### config.mk
export PLATFORM = sky130hd
export DESIGN_NAME = mac_accumulator
export DESIGN_NICKNAME = d
export VERILOG_FILES = /design/src/rtl/mac_pkg.sv /design/src/rtl/mac_accumulator_acc_lane_add.sv /design/src/rtl/mac_accumulator.sv
export SDC_FILE = /design/constraint.sdc
export NUM_CORES = 1
export LEC_CHECK = 0
export CORE_MARGIN = 2
export CORE_UTILIZATION = 58
export CTS_BUF_LIST = sky130_fd_sc_hd__clkbuf_4
export DETAILED_ROUTE_END_ITERATION = 10
export PLACE_DENSITY = 0.82
export SLEW_MARGIN = 20
export SYNTH_ARGS = -nofsm -noshare
export SYNTH_HDL_FRONTEND = slang
export SYNTH_SLANG_ARGS = --single-unit
export TNS_END_PERCENT = 30
### constraint.sdc
create_clock -name clk -period 5.35 [get_ports clk]
set_clock_uncertainty 0.1 [all_clocks]
set_input_delay 1.07 -clock clk [delete_from_list [all_inputs] [get_ports clk]]
set_output_delay 1.07 -clock clk [all_outputs]
set_load 0.005 [all_outputs]
### src/rtl/mac_pkg.sv
`default_nettype none
// ============================================================================
// Module   : mac_pkg
// Purpose  : Shared state encoding, default sizes and lane-width helper for
//            the MAC accumulation stage.
// Revision : 1.0 - initial release
// ============================================================================
package mac_pkg;

    typedef enum logic [1:0] {
        IDLE  = 2'd0,
        ACCUM = 2'd1,
        DONE  = 2'd2
    } state_t;

    localparam int DEF_ACC_W     = 32;
    localparam int DEF_MAX_TERMS = 256;

    function automatic int lane_width(input int acc_w);
        return acc_w / 2;
    endfunction

endpackage
`default_nettype wire

### src/rtl/mac_accumulator_acc_lane_add.sv
`default_nettype none
// ============================================================================
// Module   : acc_lane_add
// Purpose  : Extend an IN_W-bit addend to W bits, add it to an accumulator and
//            flag overflow; clamps on overflow when ACC_SATURATE_EN is defined.
// Revision : 1.0 - initial release
// ============================================================================
module acc_lane_add #(
    parameter int W    = 16,
    parameter int IN_W = 8
) (
    input  logic [W-1:0]    acc,
    input  logic [IN_W-1:0] addend,
    input  logic            is_signed,
    output logic [W-1:0]    sum,
    output logic            ovf
);

    logic [W-1:0] w_ext;
    logic [W:0]   w_full;
    logic         w_ovf_s;
    logic         w_ovf_u;

    assign w_ext   = {{(W-IN_W){is_signed & addend[IN_W-1]}}, addend};
    assign w_full  = {1'b0, acc} + {1'b0, w_ext};
    assign w_ovf_u = w_full[W];
    // Signed overflow: operands agree in sign but the result does not.
    assign w_ovf_s = (acc[W-1] == w_ext[W-1]) && (w_full[W-1] != acc[W-1]);
    assign ovf     = is_signed ? w_ovf_s : w_ovf_u;

`ifdef ACC_SATURATE_EN
    always_comb begin
        sum = w_full[W-1:0];
        if (ovf) begin
            if (is_signed) begin
                sum = acc[W-1] ? {1'b1, {(W-1){1'b0}}} : {1'b0, {(W-1){1'b1}}};
            end else begin
                sum = '1;
            end
        end
    end
`else
    assign sum = w_full[W-1:0];
`endif

endmodule
`default_nettype wire

### src/rtl/mac_accumulator.sv
`default_nettype none
// ============================================================================
// Module   : mac_accumulator
// Purpose  : Dot-product accumulator behind the 8-bit multiplier, scalar or
//            dual-lane vector mode, valid/ready in and out. ACC_SATURATE_EN
//            selects clamping instead of wrap-around on overflow.
// Revision : 1.0 - initial release
// ============================================================================
module mac_accumulator
    import mac_pkg::*;
#(
    parameter int ACC_W     = DEF_ACC_W,
    parameter int MAX_TERMS = DEF_MAX_TERMS,
    localparam int LANE_W   = lane_width(ACC_W),
    localparam int CNT_W    = $clog2(MAX_TERMS + 1)
) (
    input  logic             clk,
    input  logic             rst,
    input  logic             in_valid,
    output logic             in_ready,
    input  logic [15:0]      in_y,
    input  logic             in_s,
    input  logic             in_v,
    input  logic             in_last,
    output logic             out_valid,
    input  logic             out_ready,
    output logic [ACC_W-1:0] out_acc,
    output logic             out_v,
    output logic [CNT_W-1:0] out_count,
    output logic             out_ovf
);

    state_t             r_state, w_state_nxt;
    logic [ACC_W-1:0]   r_acc,   w_acc_nxt;
    logic [CNT_W-1:0]   r_count, w_count_nxt;
    logic               r_ovf,   w_ovf_nxt;
    logic               r_v,     w_v_nxt;
    logic               r_s,     w_s_nxt;

    logic               w_idle;
    logic               w_accept;
    logic               w_mode_s;
    logic               w_mode_v;
    logic [ACC_W-1:0]   w_base;
    logic [CNT_W-1:0]   w_cnt_inc;
    logic               w_ovf_base;
    logic [ACC_W-1:0]   w_sum_sc;
    logic [LANE_W-1:0]  w_sum_l1;
    logic [LANE_W-1:0]  w_sum_l0;
    logic               w_ovf_sc;
    logic               w_ovf_l1;
    logic               w_ovf_l0;

    assign in_ready = !rst && (r_state != DONE);
    assign w_accept = in_valid && in_ready;

    // The first beat of a dot product fixes the mode and starts from zero.
    assign w_idle     = (r_state == IDLE);
    assign w_mode_s   = w_idle ? in_s : r_s;
    assign w_mode_v   = w_idle ? in_v : r_v;
    assign w_base     = w_idle ? '0 : r_acc;
    assign w_cnt_inc  = (w_idle ? '0 : r_count) + CNT_W'(1);
    assign w_ovf_base = w_idle ? 1'b0 : r_ovf;

    acc_lane_add #(.W(ACC_W), .IN_W(16)) u_add_scalar (
        .acc       (w_base),
        .addend    (in_y),
        .is_signed (w_mode_s),
        .sum       (w_sum_sc),
        .ovf       (w_ovf_sc)
    );

    acc_lane_add #(.W(LANE_W), .IN_W(8)) u_add_lane1 (
        .acc       (w_base[ACC_W-1:LANE_W]),
        .addend    (in_y[15:8]),
        .is_signed (w_mode_s),
        .sum       (w_sum_l1),
        .ovf       (w_ovf_l1)
    );

    acc_lane_add #(.W(LANE_W), .IN_W(8)) u_add_lane0 (
        .acc       (w_base[LANE_W-1:0]),
        .addend    (in_y[7:0]),
        .is_signed (w_mode_s),
        .sum       (w_sum_l0),
        .ovf       (w_ovf_l0)
    );

    always_comb begin
        w_state_nxt = r_state;
        w_acc_nxt   = r_acc;
        w_count_nxt = r_count;
        w_ovf_nxt   = r_ovf;
        w_v_nxt     = r_v;
        w_s_nxt     = r_s;
        case (r_state)
            IDLE, ACCUM: begin
                if (w_accept) begin
                    w_acc_nxt   = w_mode_v ? {w_sum_l1, w_sum_l0} : w_sum_sc;
                    w_ovf_nxt   = w_ovf_base | (w_mode_v ? (w_ovf_l1 | w_ovf_l0) : w_ovf_sc);
                    w_count_nxt = w_cnt_inc;
                    w_s_nxt     = w_mode_s;
                    w_v_nxt     = w_mode_v;
                    w_state_nxt = (in_last || (w_cnt_inc == CNT_W'(MAX_TERMS))) ? DONE : ACCUM;
                end
            end
            DONE: begin
                if (out_ready) begin
                    w_state_nxt = IDLE;
                    w_acc_nxt   = '0;
                    w_count_nxt = '0;
                    w_ovf_nxt   = 1'b0;
                    w_v_nxt     = 1'b0;
                    w_s_nxt     = 1'b0;
                end
            end
            default: begin
                w_state_nxt = IDLE;
            end
        endcase
    end

    always_ff @(posedge clk) begin
        if (rst) begin
            r_state <= IDLE;
            r_acc   <= '0;
            r_count <= '0;
            r_ovf   <= 1'b0;
            r_v     <= 1'b0;
            r_s     <= 1'b0;
        end else begin
            r_state <= w_state_nxt;
            r_acc   <= w_acc_nxt;
            r_count <= w_count_nxt;
            r_ovf   <= w_ovf_nxt;
            r_v     <= w_v_nxt;
            r_s     <= w_s_nxt;
        end
    end

    assign out_valid = (r_state == DONE);
    assign out_acc   = r_acc;
    assign out_count = r_count;
    assign out_ovf   = r_ovf;
    assign out_v     = r_v;

endmodule
`default_nettype wire

# == After elaboration in Yosys (flattened, before gate mapping) ==
# Index checks and enable logic that the tools add are counted.
# op_classes
add_sub_neg,4
n_eq_ne,11
muxes,27
bitwise,4
n_reduce_logical,12
# op_table
op,count
$mux W32,4
$pmux W32 S2,1
$add A16 B16 Y17,2
$add A32 B32 Y33,1
$mux W9,3
$pmux W9 S2,1
$mux W1,11
$add A9 B1 Y9 const B,1
$eq A9 B9 Y1 const B,1
$mux W2,3
$pmux W1 S2,3
$logic_and A1 B1 Y1,5
$ne A2 B2 Y1 const B,2
$pmux W2 S2,1
$ne A1 B1 Y1,3
$reduce_and A3 Y1,1
$and A1 B1 Y1,2
$eq A1 B1 Y1,2
$eq A2 B1 Y1 const B,1
$eq A2 B2 Y1 const B,1
$logic_not A2 Y1,1
$ne A2 B1 Y1 const B,1
$or A1 B1 Y1,2
$reduce_and A2 Y1,1
4 further kinds,4
# totals
reg_bits,46
inputBits,23
out_inout_bits,45
word_cells,64

# == Logic depth before layout (Yosys ltp) ==
# logic_depth
depth_word,12
mapped_depth,18
mapped_depth_nobuf,13

# == By module ==
# A second synthesis with hierarchy kept.
# hier_totals
cells_unflattened,766
area_unflattened_um2,6188.4
# modules_own_cells
module,instances,cells_each,area_each_um2,seq_area_each_um2
mac_accumulator,1,284,2743.9,920.9
acc_lane_add (u_add_lane0 ...),2,119,873.3,0.0
acc_lane_add (u_add_scalar),1,244,1697.9,0.0

# == Worst setup path before layout ==
# Ideal clock, no wire load.
# synth_path
path_kind,input -> register
start,in in_s
end,reg r_acc[31] (netlist: out_acc[31])
setup_time_ns,0.117
arrival_time_ns,4.364
required_time_ns,5.133
path_slack_ns,0.768
path_stages,16
n_path_buf,3
path_cell_list,and4bb_1 nor2_4 buf_2 buf_1 inv_1 ha_1 clkbuf_1 a31oi_1 nor2_1 a211o_1 and3_1 a2111oi_2 nor4_2 o311ai_2 nand3_1 a32o_1
# synth_via
elab_chain_cells,6
elab_cells_between_ends,7
cone_classes,add/sub: 2; mux: 4; bitwise: 1
# synth_rtl
item,line_no,text
"start, declared",mac_accumulator.sv:22,"input logic in_s,"
$mux W1 (*),mac_accumulator.sv:59,assign w_mode_s = w_idle ? in_s : r_s;
$and A1 B1 Y1 (*),mac_accumulator_acc_lane_add.sv:24,"assign w_ext = {{(W-IN_W){is_signed & addend[IN_W-1]}}, addend};"
$add A32 B32 Y33 / $add A16 B16 Y17 (equally long branches),mac_accumulator_acc_lane_add.sv:25,"assign w_full = {1'b0, acc} + {1'b0, w_ext};"
$mux W32 (*),mac_accumulator.sv:99,"w_acc_nxt = w_mode_v ? {w_sum_l1, w_sum_l0} : w_sum_sc;"
$mux W32 (*),mac_accumulator.sv:98,if (w_accept) begin
$pmux W32 S2 (*),mac_accumulator.sv:96,case (r_state)
"end signal, assigned",mac_accumulator.sv:133,r_acc <= w_acc_nxt;
"end, declared",mac_accumulator.sv:34,"logic [ACC_W-1:0] r_acc, w_acc_nxt;"
# Mark *: on every way between the ends. The rest lies on a longest branch, timed or not. The select of a mux whose other input is x is not followed.
# A chain may end at the register's enable or synchronous reset.

# == Worst setup path after layout ==
# layout_path
start,in in_y[15]
end,reg r_acc[31] (netlist: out_acc[31])
# layout_via
elab_chain_cells,5
elab_cells_between_ends,6
cone_classes,add/sub: 2; mux: 3; bitwise: 1
# layout_rtl
item,line_no,text
"start, declared",mac_accumulator.sv:21,"input logic [15:0] in_y,"
$and A1 B1 Y1,mac_accumulator_acc_lane_add.sv:24,
$add A32 B32 Y33 / $add A16 B16 Y17 (equally long branches),mac_accumulator_acc_lane_add.sv:25,
$mux W32 (*),mac_accumulator.sv:99,
$mux W32 (*),mac_accumulator.sv:98,
$pmux W32 S2 (*),mac_accumulator.sv:96,
# Marked as above.

==> results.cfg <==
[global_routing]
grt_pass1_wl_um = 24460
antenna_found_initial = 0
grt_overflow = 0
grt_pass1_vias = 4859
grt_usage_pct = 34.34
grt_start_max_net_pins = 30

[logic_synthesis]
yosysUniqueCellTypes = 72
seq_area_frac_synth_pct = 19.11
async_flop_share_pct = 0
yosys.area.top_type = dfxtp_1
yosysMostFrequentCell = o21ai_0
synth.top_cells.by_count = o21ai_0 (63), nor2_1 (53), nand2_1 (50), dfxtp_1 (46), a21oi_1 (42)
ys_ff_latch = 46
synthCells = 640
syn_avg_cell_area_sq_um = 7.531
synth_area_sq_um = 4820
synth_xor_area_share_pct = 7.632
yosysTopAreaCellShare_pct = 19.11
synth-simple-area-share_pct = 22.38
muxShareOfSynthArea_pct = 1.895
synth_top_family_by_area = compound AO/OA/AOI/OAI gates
synth_top_cells_by_area = dfxtp_1 (19%), ha_1 (11%), o21ai_0 (6.5%)
synth_fa_ha_area_share_pct = 12.10
synth_compound_area_share_pct = 32.40
yosysWarnings = 0
synth_nets = 706
synth_edf_count = 0
yosys_most_used_dff = dfxtp_1

[drt]
drc = 0
num_vias = 5250
post_drt_wl_per_cell_um = 19.07
drtAntennaViolNets = 0
drtPass1Iterations = 5
dr.first_iter.drc_count = 318
avgViaCountPerCell = 6.571
totalWireLength_um = 15230

[timing]
relSlewSlack_pct = 28.19
setup_viol = 0
fin_setup_tns_ns = 0
holdWs_ns = 0.3783
min_period_over_period_pct = 85.34
fmax_mhz = 219.0
hold_viol = 0
worst_slew_pin_slew_ns = 1.073
slew_violations = 0
grt_setup_unrepaired = false
finalCriticalPeriod_ns = 4.566

[finish]
drive_gt1_share_pct = 5.043
final_util_pct = 69.37
n_antenna_cell = 0
design_area_sq_um = 5643
instances_no_fill = 799
area_growth_pct = 17.08
fillers = 708
final_nets = 759

[clock_tree]
cts_sinks = 46
hold_buffers = 0
cts_max_level = 2
cts_setup_buffers = 0
clock_path_buffers = 2
cts_tree = yes
clk_pin_slew_ns = 0.16
numCtsBuffers = 5
root_buffer = clkbuf_4
post_cts_resized = 0
clk_latency_ns = 0.38

[floorplan]
fp.coreArea_sq_um = 8134
fp.dieArea_sq_um = 9054
die_w_um = 95.16
initial_core_util_pct = 59.25
die_h_um = 95.16
rows = 33
pin_count = 68

[place]
dp_cells = 791
dp_hpwl_um = 11470
gp_congestion = 0.9703
post_dp_cell_area_sq_um = 5573
port_buffers = 67

[critical_path]
worst_setup_path_start_kind = input port
worst_setup_path_end_kind = flip-flop
critical_path_class = input port to flip-flop
crit_required_ns = 5.54
cp.arrival_ns = 4.76
path_max_fanout = 9

[pwr]
power_density_nw_per_um2 = 167.8
internal_power_uw = 582.3
p_sw_share_pct = 38.52
p_comb_share_pct = 36.6
clock_power_share_pct = 21.2
p_leak_uw = 0.002372
share_seq_of_total_power_pct = 42.1
p_switching_uw = 364.8
irDropWorstVdd_v = 0.0001178

[status]
status = finished clean

[job]
max_cap_viol_count = 0

[worst_hold_path]
worstHoldPathType = flip-flop to flip-flop
==> state kept, by name, summed over array words and instances, names as in the netlist <==
register / flops
out_acc: 32
out_count: 9
r_state: 2
out_ovf: 1
out_v: 1
r_s: 1
==> cells by family after synthesis <==
family	after synthesis
XOR/XNOR	42
AO/OA/AOI/OAI	231
buffers and inverters	52
multiplexers	9
adder cells (fa/ha/maj)	46
flip-flops	46
AND/OR/NAND/NOR	214
==> power by group through the flow <==
stage	clock (uW)	sequential, uW	combinational (uW)
global placement	0	404	334
CTS	206	398	342
finish	201	399	347
floorplan	0	398	211
detailed placement	0	405	340
global route	216	404	378
==> critical path, cell delays in order <==
cell and delay, ns:
clkdlybuf4s50_1 0.54, and4bb_1 0.31, nor2_4 0.21, inv_1 0.14, ha_1 0.49, nand3_1 0.11, nor4_1 0.19, a41oi_1 0.11
nor3b_1 0.38, a2111oi_2 0.15, nor4_2 0.44, o311ai_2 0.16, a21o_1 0.20, a32o_1 0.24
==> final timing paths <==
path | start | to | slack [ns] | depth (start not counted)
worst min-delay path | out_acc[25]$_SDFFE_PP0P_ | out_acc[25]$_SDFFE_PP0P_ | 0.38 | 2
worst max register to register | r_state[1]$_SDFFE_PP0P_ | out_acc[30]$_SDFFE_PP0P_ | 1.01 | 14
worst max-delay path | in_y[15] | out_acc[31]$_SDFFE_PP0P_ | 0.78 | 14
worst min register to register | out_acc[25]$_SDFFE_PP0P_ | out_acc[25]$_SDFFE_PP0P_ | 0.38 | 2
==> routing by layer <==
metal | wire (um) | vias up | global-route usage, % | share of wire (%)
li1 | - | 2522 | - | -
met1 | 6766 | 2492 | 46.93 | 44
met2 | 7080 | 210 | 56.16 | 46
met3 | 1047 | 26 | 3.715 | 6.9
met4 | 338 | 0 | 11.71 | 2.2
met5 | 0 | - | 0 | 0
==> metrics by stage <==
stage	power (uW)	worst slack, ns
3_3_place_gp	738.5	0.5104
2_1_floorplan	608.8	0.7683
3_5_place_dp	745.2	0.4491
4_1_cts	945.6	0.8734
5_1_grt	998.2	0.4237
6_report	947.1	0.7845
==> cell usage in the layout (no fill, tap or decap), types with 10 or more instances in the layout <==
cell,n
xor2_1,11
a21o_1,14
buf_4,13
a21oi_1,41
nor3_1,14
nand2_1,50
o21ai_0,63
clkdlybuf4s50_1,67
xnor2_1,31
a31oi_1,10
nor2_1,53
a211oi_1,11
and2_1,29
ha_1,41
inv_1,17
dfxtp_1,46
nand3_1,24
==> area by class of cell <==
| type | count | area (sq um) | share of cell area, % |
|---|---|---|---|
| clock buffer | 5 | 37.54 | 0.6652 |
| clock inverter | 3 | 28.78 | 0.5100 |
| inverter | 18 | 67.56 | 1.197 |
| multi-input combinational | 542 | 3689 | 65.37 |
| sequential | 46 | 920.9 | 16.32 |
| tap | 105 | 131.4 | 2.328 |
| timing repair buffer | 80 | 768.2 | 13.61 |
Power figures use the tool's default switching activity.
